[config.mk]
export PLATFORM = sky130hd
export DESIGN_NAME = txd_arbiter
export DESIGN_NICKNAME = d
export VERILOG_FILES = /design/src/rtl/txd_arb_pkg.sv /design/src/rtl/txd_arbiter_rr_picker.sv /design/src/rtl/txd_arbiter.sv
export SDC_FILE = /design/constraint.sdc
export NUM_CORES = 1
export LEC_CHECK = 0
export ABC_AREA = 0
export CORE_ASPECT_RATIO = 1.25
export CORE_MARGIN = 2
export CORE_UTILIZATION = 40
export DETAILED_ROUTE_END_ITERATION = 10
export PLACE_DENSITY_LB_ADDON = 0.1
export SLEW_MARGIN = 20
export SYNTH_ARGS = -nofsm -noshare
export SYNTH_HDL_FRONTEND = slang
export SYNTH_SLANG_ARGS = --single-unit
[constraint.sdc]
create_clock -name Clock -period 4.4 [get_ports Clock]
set_input_delay 0.88 -clock Clock [delete_from_list [all_inputs] [get_ports Clock]]
set_output_delay 0.88 -clock Clock [all_outputs]
set_load 0.05 [all_outputs]
[src/rtl/txd_arb_pkg.sv]
// Shared types and constants for the UART transmit arbiter (txd_arbiter).
package txd_arb_pkg;

  localparam int TXD_BYTE_W      = 8;
  localparam int TXD_ARB_NUM_REQ = 4;

  typedef enum logic [1:0] {
    ST_IDLE  = 2'd0,
    ST_SEND  = 2'd1,
    ST_GUARD = 2'd2,
    ST_DONE  = 2'd3
  } txd_arb_state_e;

endpackage

[src/rtl/txd_arbiter_rr_picker.sv]
// Round-robin find-first-set: searches upward from ptr_i+1 with wrap-around.
module rr_picker
  import txd_arb_pkg::*;
#(
  parameter int N  = TXD_ARB_NUM_REQ,
  parameter int PW = $clog2(N)
) (
  input  logic [N-1:0]  req_i,
  input  logic [PW-1:0] ptr_i,
  output logic [N-1:0]  gnt_o,
  output logic          valid_o
);

  logic [PW:0]   sum;
  logic [PW-1:0] idx;
  logic          found;

  // ptr_i < N, so ptr_i + k < 2N and a single subtraction wraps it.
  always_comb begin
    gnt_o = '0;
    found = 1'b0;
    sum   = '0;
    idx   = '0;
    for (int k = 1; k <= N; k++) begin
      sum = {1'b0, ptr_i} + (PW+1)'(k);
      if (sum >= (PW+1)'(N)) sum = sum - (PW+1)'(N);
      idx = sum[PW-1:0];
      if (!found && req_i[idx]) begin
        gnt_o[idx] = 1'b1;
        found      = 1'b1;
      end
    end
  end

  assign valid_o = |req_i;

endmodule

[src/rtl/txd_arbiter.sv]
// Packet-locked round-robin arbiter feeding one UART transmitter.
// Optional idle-owner timeout is built when TXD_ARB_TIMEOUT_EN is defined.
module txd_arbiter
  import txd_arb_pkg::*;
#(
  parameter int NUM_REQ        = TXD_ARB_NUM_REQ,
  parameter int TIMEOUT_CYCLES = 1023
) (
  input  logic                          Clock,
  input  logic                          Reset_n,
  input  logic [NUM_REQ-1:0]            ReqValid,
  input  logic [TXD_BYTE_W*NUM_REQ-1:0] ReqData,
  input  logic [NUM_REQ-1:0]            ReqLast,
  output logic [NUM_REQ-1:0]            ReqAck,
  output logic [NUM_REQ-1:0]            Grant,
  output logic                          TxStart,
  output logic [TXD_BYTE_W-1:0]         TxData,
  input  logic                          TxBusy,
  output logic [1:0]                    DbgState
);

  localparam int PW = $clog2(NUM_REQ);

  if (NUM_REQ < 2 || NUM_REQ > 8 || TIMEOUT_CYCLES < 1) begin : g_bad_param
    $error("txd_arbiter: NUM_REQ must be 2..8 and TIMEOUT_CYCLES >= 1");
  end

  txd_arb_state_e          state_q, state_d;
  logic [NUM_REQ-1:0]      grant_q, grant_d;
  logic [NUM_REQ-1:0]      ack_q, ack_d;
  logic [PW-1:0]           ptr_q, ptr_d;
  logic                    last_q, last_d;
  logic                    start_q, start_d;
  logic [TXD_BYTE_W-1:0]   data_q, data_d;

  logic [PW-1:0]           owner_idx;
  logic [TXD_BYTE_W-1:0]   owner_byte;
  logic                    owner_valid;
  logic                    owner_last;
  logic [NUM_REQ-1:0]      pick_gnt;
  logic                    pick_valid;

  rr_picker #(.N(NUM_REQ), .PW(PW)) u_picker (
    .req_i   (ReqValid),
    .ptr_i   (ptr_q),
    .gnt_o   (pick_gnt),
    .valid_o (pick_valid)
  );

  always_comb begin
    owner_idx   = '0;
    owner_byte  = '0;
    owner_valid = 1'b0;
    owner_last  = 1'b0;
    for (int i = 0; i < NUM_REQ; i++) begin
      if (grant_q[i]) begin
        owner_idx   = PW'(i);
        owner_byte  = ReqData[i*TXD_BYTE_W +: TXD_BYTE_W];
        owner_valid = ReqValid[i];
        owner_last  = ReqLast[i];
      end
    end
  end

`ifdef TXD_ARB_TIMEOUT_EN
  localparam int CW = ($clog2(TIMEOUT_CYCLES + 1) > 10) ? $clog2(TIMEOUT_CYCLES + 1) : 10;
  logic [CW-1:0] to_cnt_q, to_cnt_d;
  logic          to_expired;

  assign to_expired = (state_q == ST_SEND) && !owner_valid &&
                      (to_cnt_q == CW'(TIMEOUT_CYCLES - 1));
`endif

  always_comb begin
    state_d = state_q;
    grant_d = grant_q;
    ptr_d   = ptr_q;
    last_d  = last_q;
    data_d  = data_q;
    ack_d   = '0;
    start_d = 1'b0;
`ifdef TXD_ARB_TIMEOUT_EN
    to_cnt_d = '0;
`endif
    case (state_q)
      ST_IDLE: begin
        if (pick_valid) begin
          grant_d = pick_gnt;
          state_d = ST_SEND;
        end
      end
      ST_SEND: begin
`ifdef TXD_ARB_TIMEOUT_EN
        to_cnt_d = to_cnt_q;
`endif
        if (owner_valid && !TxBusy) begin
          start_d = 1'b1;
          data_d  = owner_byte;
          ack_d   = grant_q;
          last_d  = owner_last;
          state_d = ST_GUARD;
`ifdef TXD_ARB_TIMEOUT_EN
          to_cnt_d = '0;
        end else if (to_expired) begin
          // Stalled owner: abandon the partial packet and rotate past it.
          grant_d  = '0;
          ptr_d    = owner_idx;
          state_d  = ST_IDLE;
          to_cnt_d = '0;
        end else if (!owner_valid) begin
          to_cnt_d = to_cnt_q + 1'b1;
`endif
        end
      end
      // The transmitter raises busy a cycle late; skip one sample of it.
      ST_GUARD: state_d = ST_DONE;
      ST_DONE: begin
        if (!TxBusy) begin
          if (last_q) begin
            grant_d = '0;
            ptr_d   = owner_idx;
            state_d = ST_IDLE;
          end else begin
            state_d = ST_SEND;
          end
        end
      end
      default: state_d = ST_IDLE;
    endcase
  end

  always_ff @(posedge Clock or negedge Reset_n) begin
    if (!Reset_n) begin
      state_q <= ST_IDLE;
      grant_q <= '0;
      ack_q   <= '0;
      ptr_q   <= PW'(NUM_REQ - 1);
      last_q  <= 1'b0;
      start_q <= 1'b0;
      data_q  <= '0;
`ifdef TXD_ARB_TIMEOUT_EN
      to_cnt_q <= '0;
`endif
    end else begin
      state_q <= state_d;
      grant_q <= grant_d;
      ack_q   <= ack_d;
      ptr_q   <= ptr_d;
      last_q  <= last_d;
      start_q <= start_d;
      data_q  <= data_d;
`ifdef TXD_ARB_TIMEOUT_EN
      to_cnt_q <= to_cnt_d;
`endif
    end
  end

  assign ReqAck   = ack_q;
  assign Grant    = grant_q;
  assign TxStart  = start_q;
  assign TxData   = data_q;
  assign DbgState = state_q;

endmodule

==> impl_metrics.tcl <==
set metrics [dict create \
    status "finished clean" \
    cts_setup_buffers 0 \
    fin_ws_ps 1460 \
    path_delay_family "buffers and inverters" \
    synth_top_cell_by_area "dfrtp_1" \
    hold_viol 0 \
    grt_pass1_wl_um 6570 \
    grt_max_degree 25 \
    die_y_um 73.0 \
    crit_buf_inv 1 \
    start_util_pct 41.0 \
    n_antenna_cell 0 \
    first_pass_iters 4 \
    cts_root_buf "clkbuf_8" \
    grt_usage_pct 19.4 \
    rows 25 \
    cp_max_fo 24 \
    rrSetupSlack_ps 1970 \
    boundaryPins 62 \
    dpl.hpwl_um 3180 \
    skew_ps 0.781 \
    clk_latency_ps 260 \
    fin_hold_ws_ps 500 \
    cp_data_arrival_time_ps 2060 \
    cts_hold_repair.buffers 0 \
    grt_overflow 0 \
    synth_seq_cells 22 \
    setup_violations 0 \
    netlist_area_um2 1530 \
    leakage_nw 0.947 \
    critPathLaunchType "flip-flop" \
    dpl_worst_slack_ps 1450 \
    crit_type "flip-flop to output port" \
    cp.required_ps 3520 \
    clock.fmax_mhz 340 \
    r2r_start "ptr_q[0]" \
    ys_types 37 \
    place.gp.congestion 0.893 \
    synth.avg_cell_area_um2 8.72 \
    fillers 346 \
    rsz0062_at_grt "false" \
    routedWlPerCell_um 15.5 \
    path_depth 1 \
    ys_seq_area_share_pct 36.3 \
    syn-num-nets 229 \
    netlist_instances 175 \
    powerDensity_nw_per_um2 674 \
    max-vdd-ir-drop_uv 288 \
    yosysWarnings 0 \
    crit_start "Grant[3]" \
    clkTransAtPathRegs_ps 80 \
    slew_headroom_pct 48.0 \
    tns_ps 0 \
    r2r-end "Grant[1]" \
    maxCapViolCount 0 \
    cts_max_level 1 \
    ctsResizeCount 0 \
    synth_top_area_share_pct 32.8 \
    synthTopCellsByArea "dfrtp_1 (33%), ha_1 (9.0%), nor2_1 (5.9%), a221oi_1 (5.7%), o21ai_0 (4.6%)" \
    drc_errors 0 \
    wl_um 4170 \
    antenna_left 0 \
    cts_made_buffers 3 \
    post-route-period-util_pct 66.8 \
    cts_tree "done" \
    core_region_area_um2 3720 \
    areaGrowthSynthToFinish_pct 44.5 \
    vias 1533 \
    crit_slowest_cell "clkdlybuf4s50_1" \
    slowest_delay_ps 940 \
    worst_pin_slew_ps 780 \
    cp_cell_sequence "clkdlybuf4s50_1" \
    nets 284 \
    die_w_um 59.2 \
    antenna_found_initial 0 \
    crit_end "Grant[3]" \
    drtIter0Drc 74 \
    drive_gt1_share_pct 5.68 \
    drv_slew 0 \
    cts_sinks 22 \
    port-buffer-count 61 \
    grt_pass1_vias 1488 \
    cts_buffer_depth 2 \
    min_period_ps 2940 \
    via_per_inst 5.70 \
    reg2regPathDepth 7 \
    die-area_um2 4330 \
    cp-end-kind "output port" \
    min_path_type "flip-flop to flip-flop" \
]
-- worst min path at each step --
| stage | start | to | slack, ps | depth (start not counted) |
|---|---|---|---|---|
| after floorplan | last_q | last_q | 480 | 2 |
| after global placement | TxData[2] | TxData[2] | 470 | 2 |
| after detailed placement | TxData[4] | TxData[4] | 480 | 2 |
| after CTS | TxData[4] | TxData[4] | 500 | 2 |
| after global routing | TxData[0] | TxData[0] | 510 | 2 |
| final | TxData[4] | TxData[4] | 500 | 2 |
-- per-stage QoR --
stage          utilization (%)  std cells  total power (W)  cell area, µm²
3_3_place_gp              57.4        265          0.00128            2140
3_5_place_dp              57.4        265          0.00130            2140
5_1_grt                   59.2        269          0.00159            2200
4_1_cts                   59.3        269          0.00150            2210
6_report                  59.2        269          0.00148            2200
2_1_floorplan                -        175          0.00103            1530
-- synth_stat cells --
cell and number:
nor2_1 24, dfrtp_1 20, nand2_1 14, o21ai_0 14, ha_1 11, a221oi_1 10, inv_1 10, a22oi_1 8
clkbuf_1 6, mux2i_1 6, o21ai_1 6, o211ai_1 5, a211o_1 4, a21oi_1 4, a31oi_1 4, buf_2 3
dfstp_2 2, mux2_2 2, nand2b_1 2, nand3_1 2, nor4b_1 2, a21boi_2 1, a221o_1 1, a221oi_2 1
and2_1 1, and3_1 1, and3b_1 1, buf_1 1, buf_4 1, mux2_4 1, nand3b_1 1, nor2_2 1
nor2b_1 1, nor3_1 1, nor4_1 1, o22ai_1 1, or4_1 1
-- per-layer routing --
metal  global-route usage [%]  vias to the layer above  share of wire, %
met5                        0                        -                 0
met3                     2.66                        4               8.4
li1                         -                      748                 -
met2                     37.2                       62                52
met4                     6.82                        0              0.91
met1                     21.0                      719                38
-- layout by cell type (no fill, tap or decap), drive strengths merged, types with 3 or more instances in the layout --
cell type,n
mux2,3
a221oi,11
o21ai,20
dfrtp,20
clkbuf,3
o211ai,5
mux2i,6
a21oi,4
nand2,14
inv,10
a31oi,4
a22oi,8
a211o,4
ha,11
clkdlybuf4s50,60
nor2,25
-- cell families (layout without fill, tap and decap cells) --
logic type | after synthesis | in the layout | share of synthesized area, %
compound gates | 59 | 59 | 26.7
simple gates | 53 | 53 | 15.9
mux | 9 | 9 | 6.40
buf+inv | 21 | 75 | 5.66
flops | 22 | 22 | 36.3
fa+ha+maj | 11 | 11 | 9.02
-- sequential cells by signal, summed over array words and instances, names as in the netlist --
name	flops
TxData	8
ptr_q	2
DbgState	2
ReqAck	4
TxStart	1
last_q	1
Grant	4
-- final cells by class --
type	instances	area (µm²)	share of cell area, %
Multi-Input combinational cell	132	886	40.2
Timing Repair Buffer	61	606	27.5
Sequential cell	22	553	25.1
Tap cell	40	50.0	2.27
Clock buffer	3	41.3	1.87
Inverter	10	37.5	1.70
Clock inverter	1	30.0	1.36
-- report_power, final --
group	switching, W	internal (W)
Sequential	0.000118	0.000286
Clock	0.0000654	0.000121
Combinational	0.000534	0.000360
Note: power is estimated with default switching activity, not from simulation.
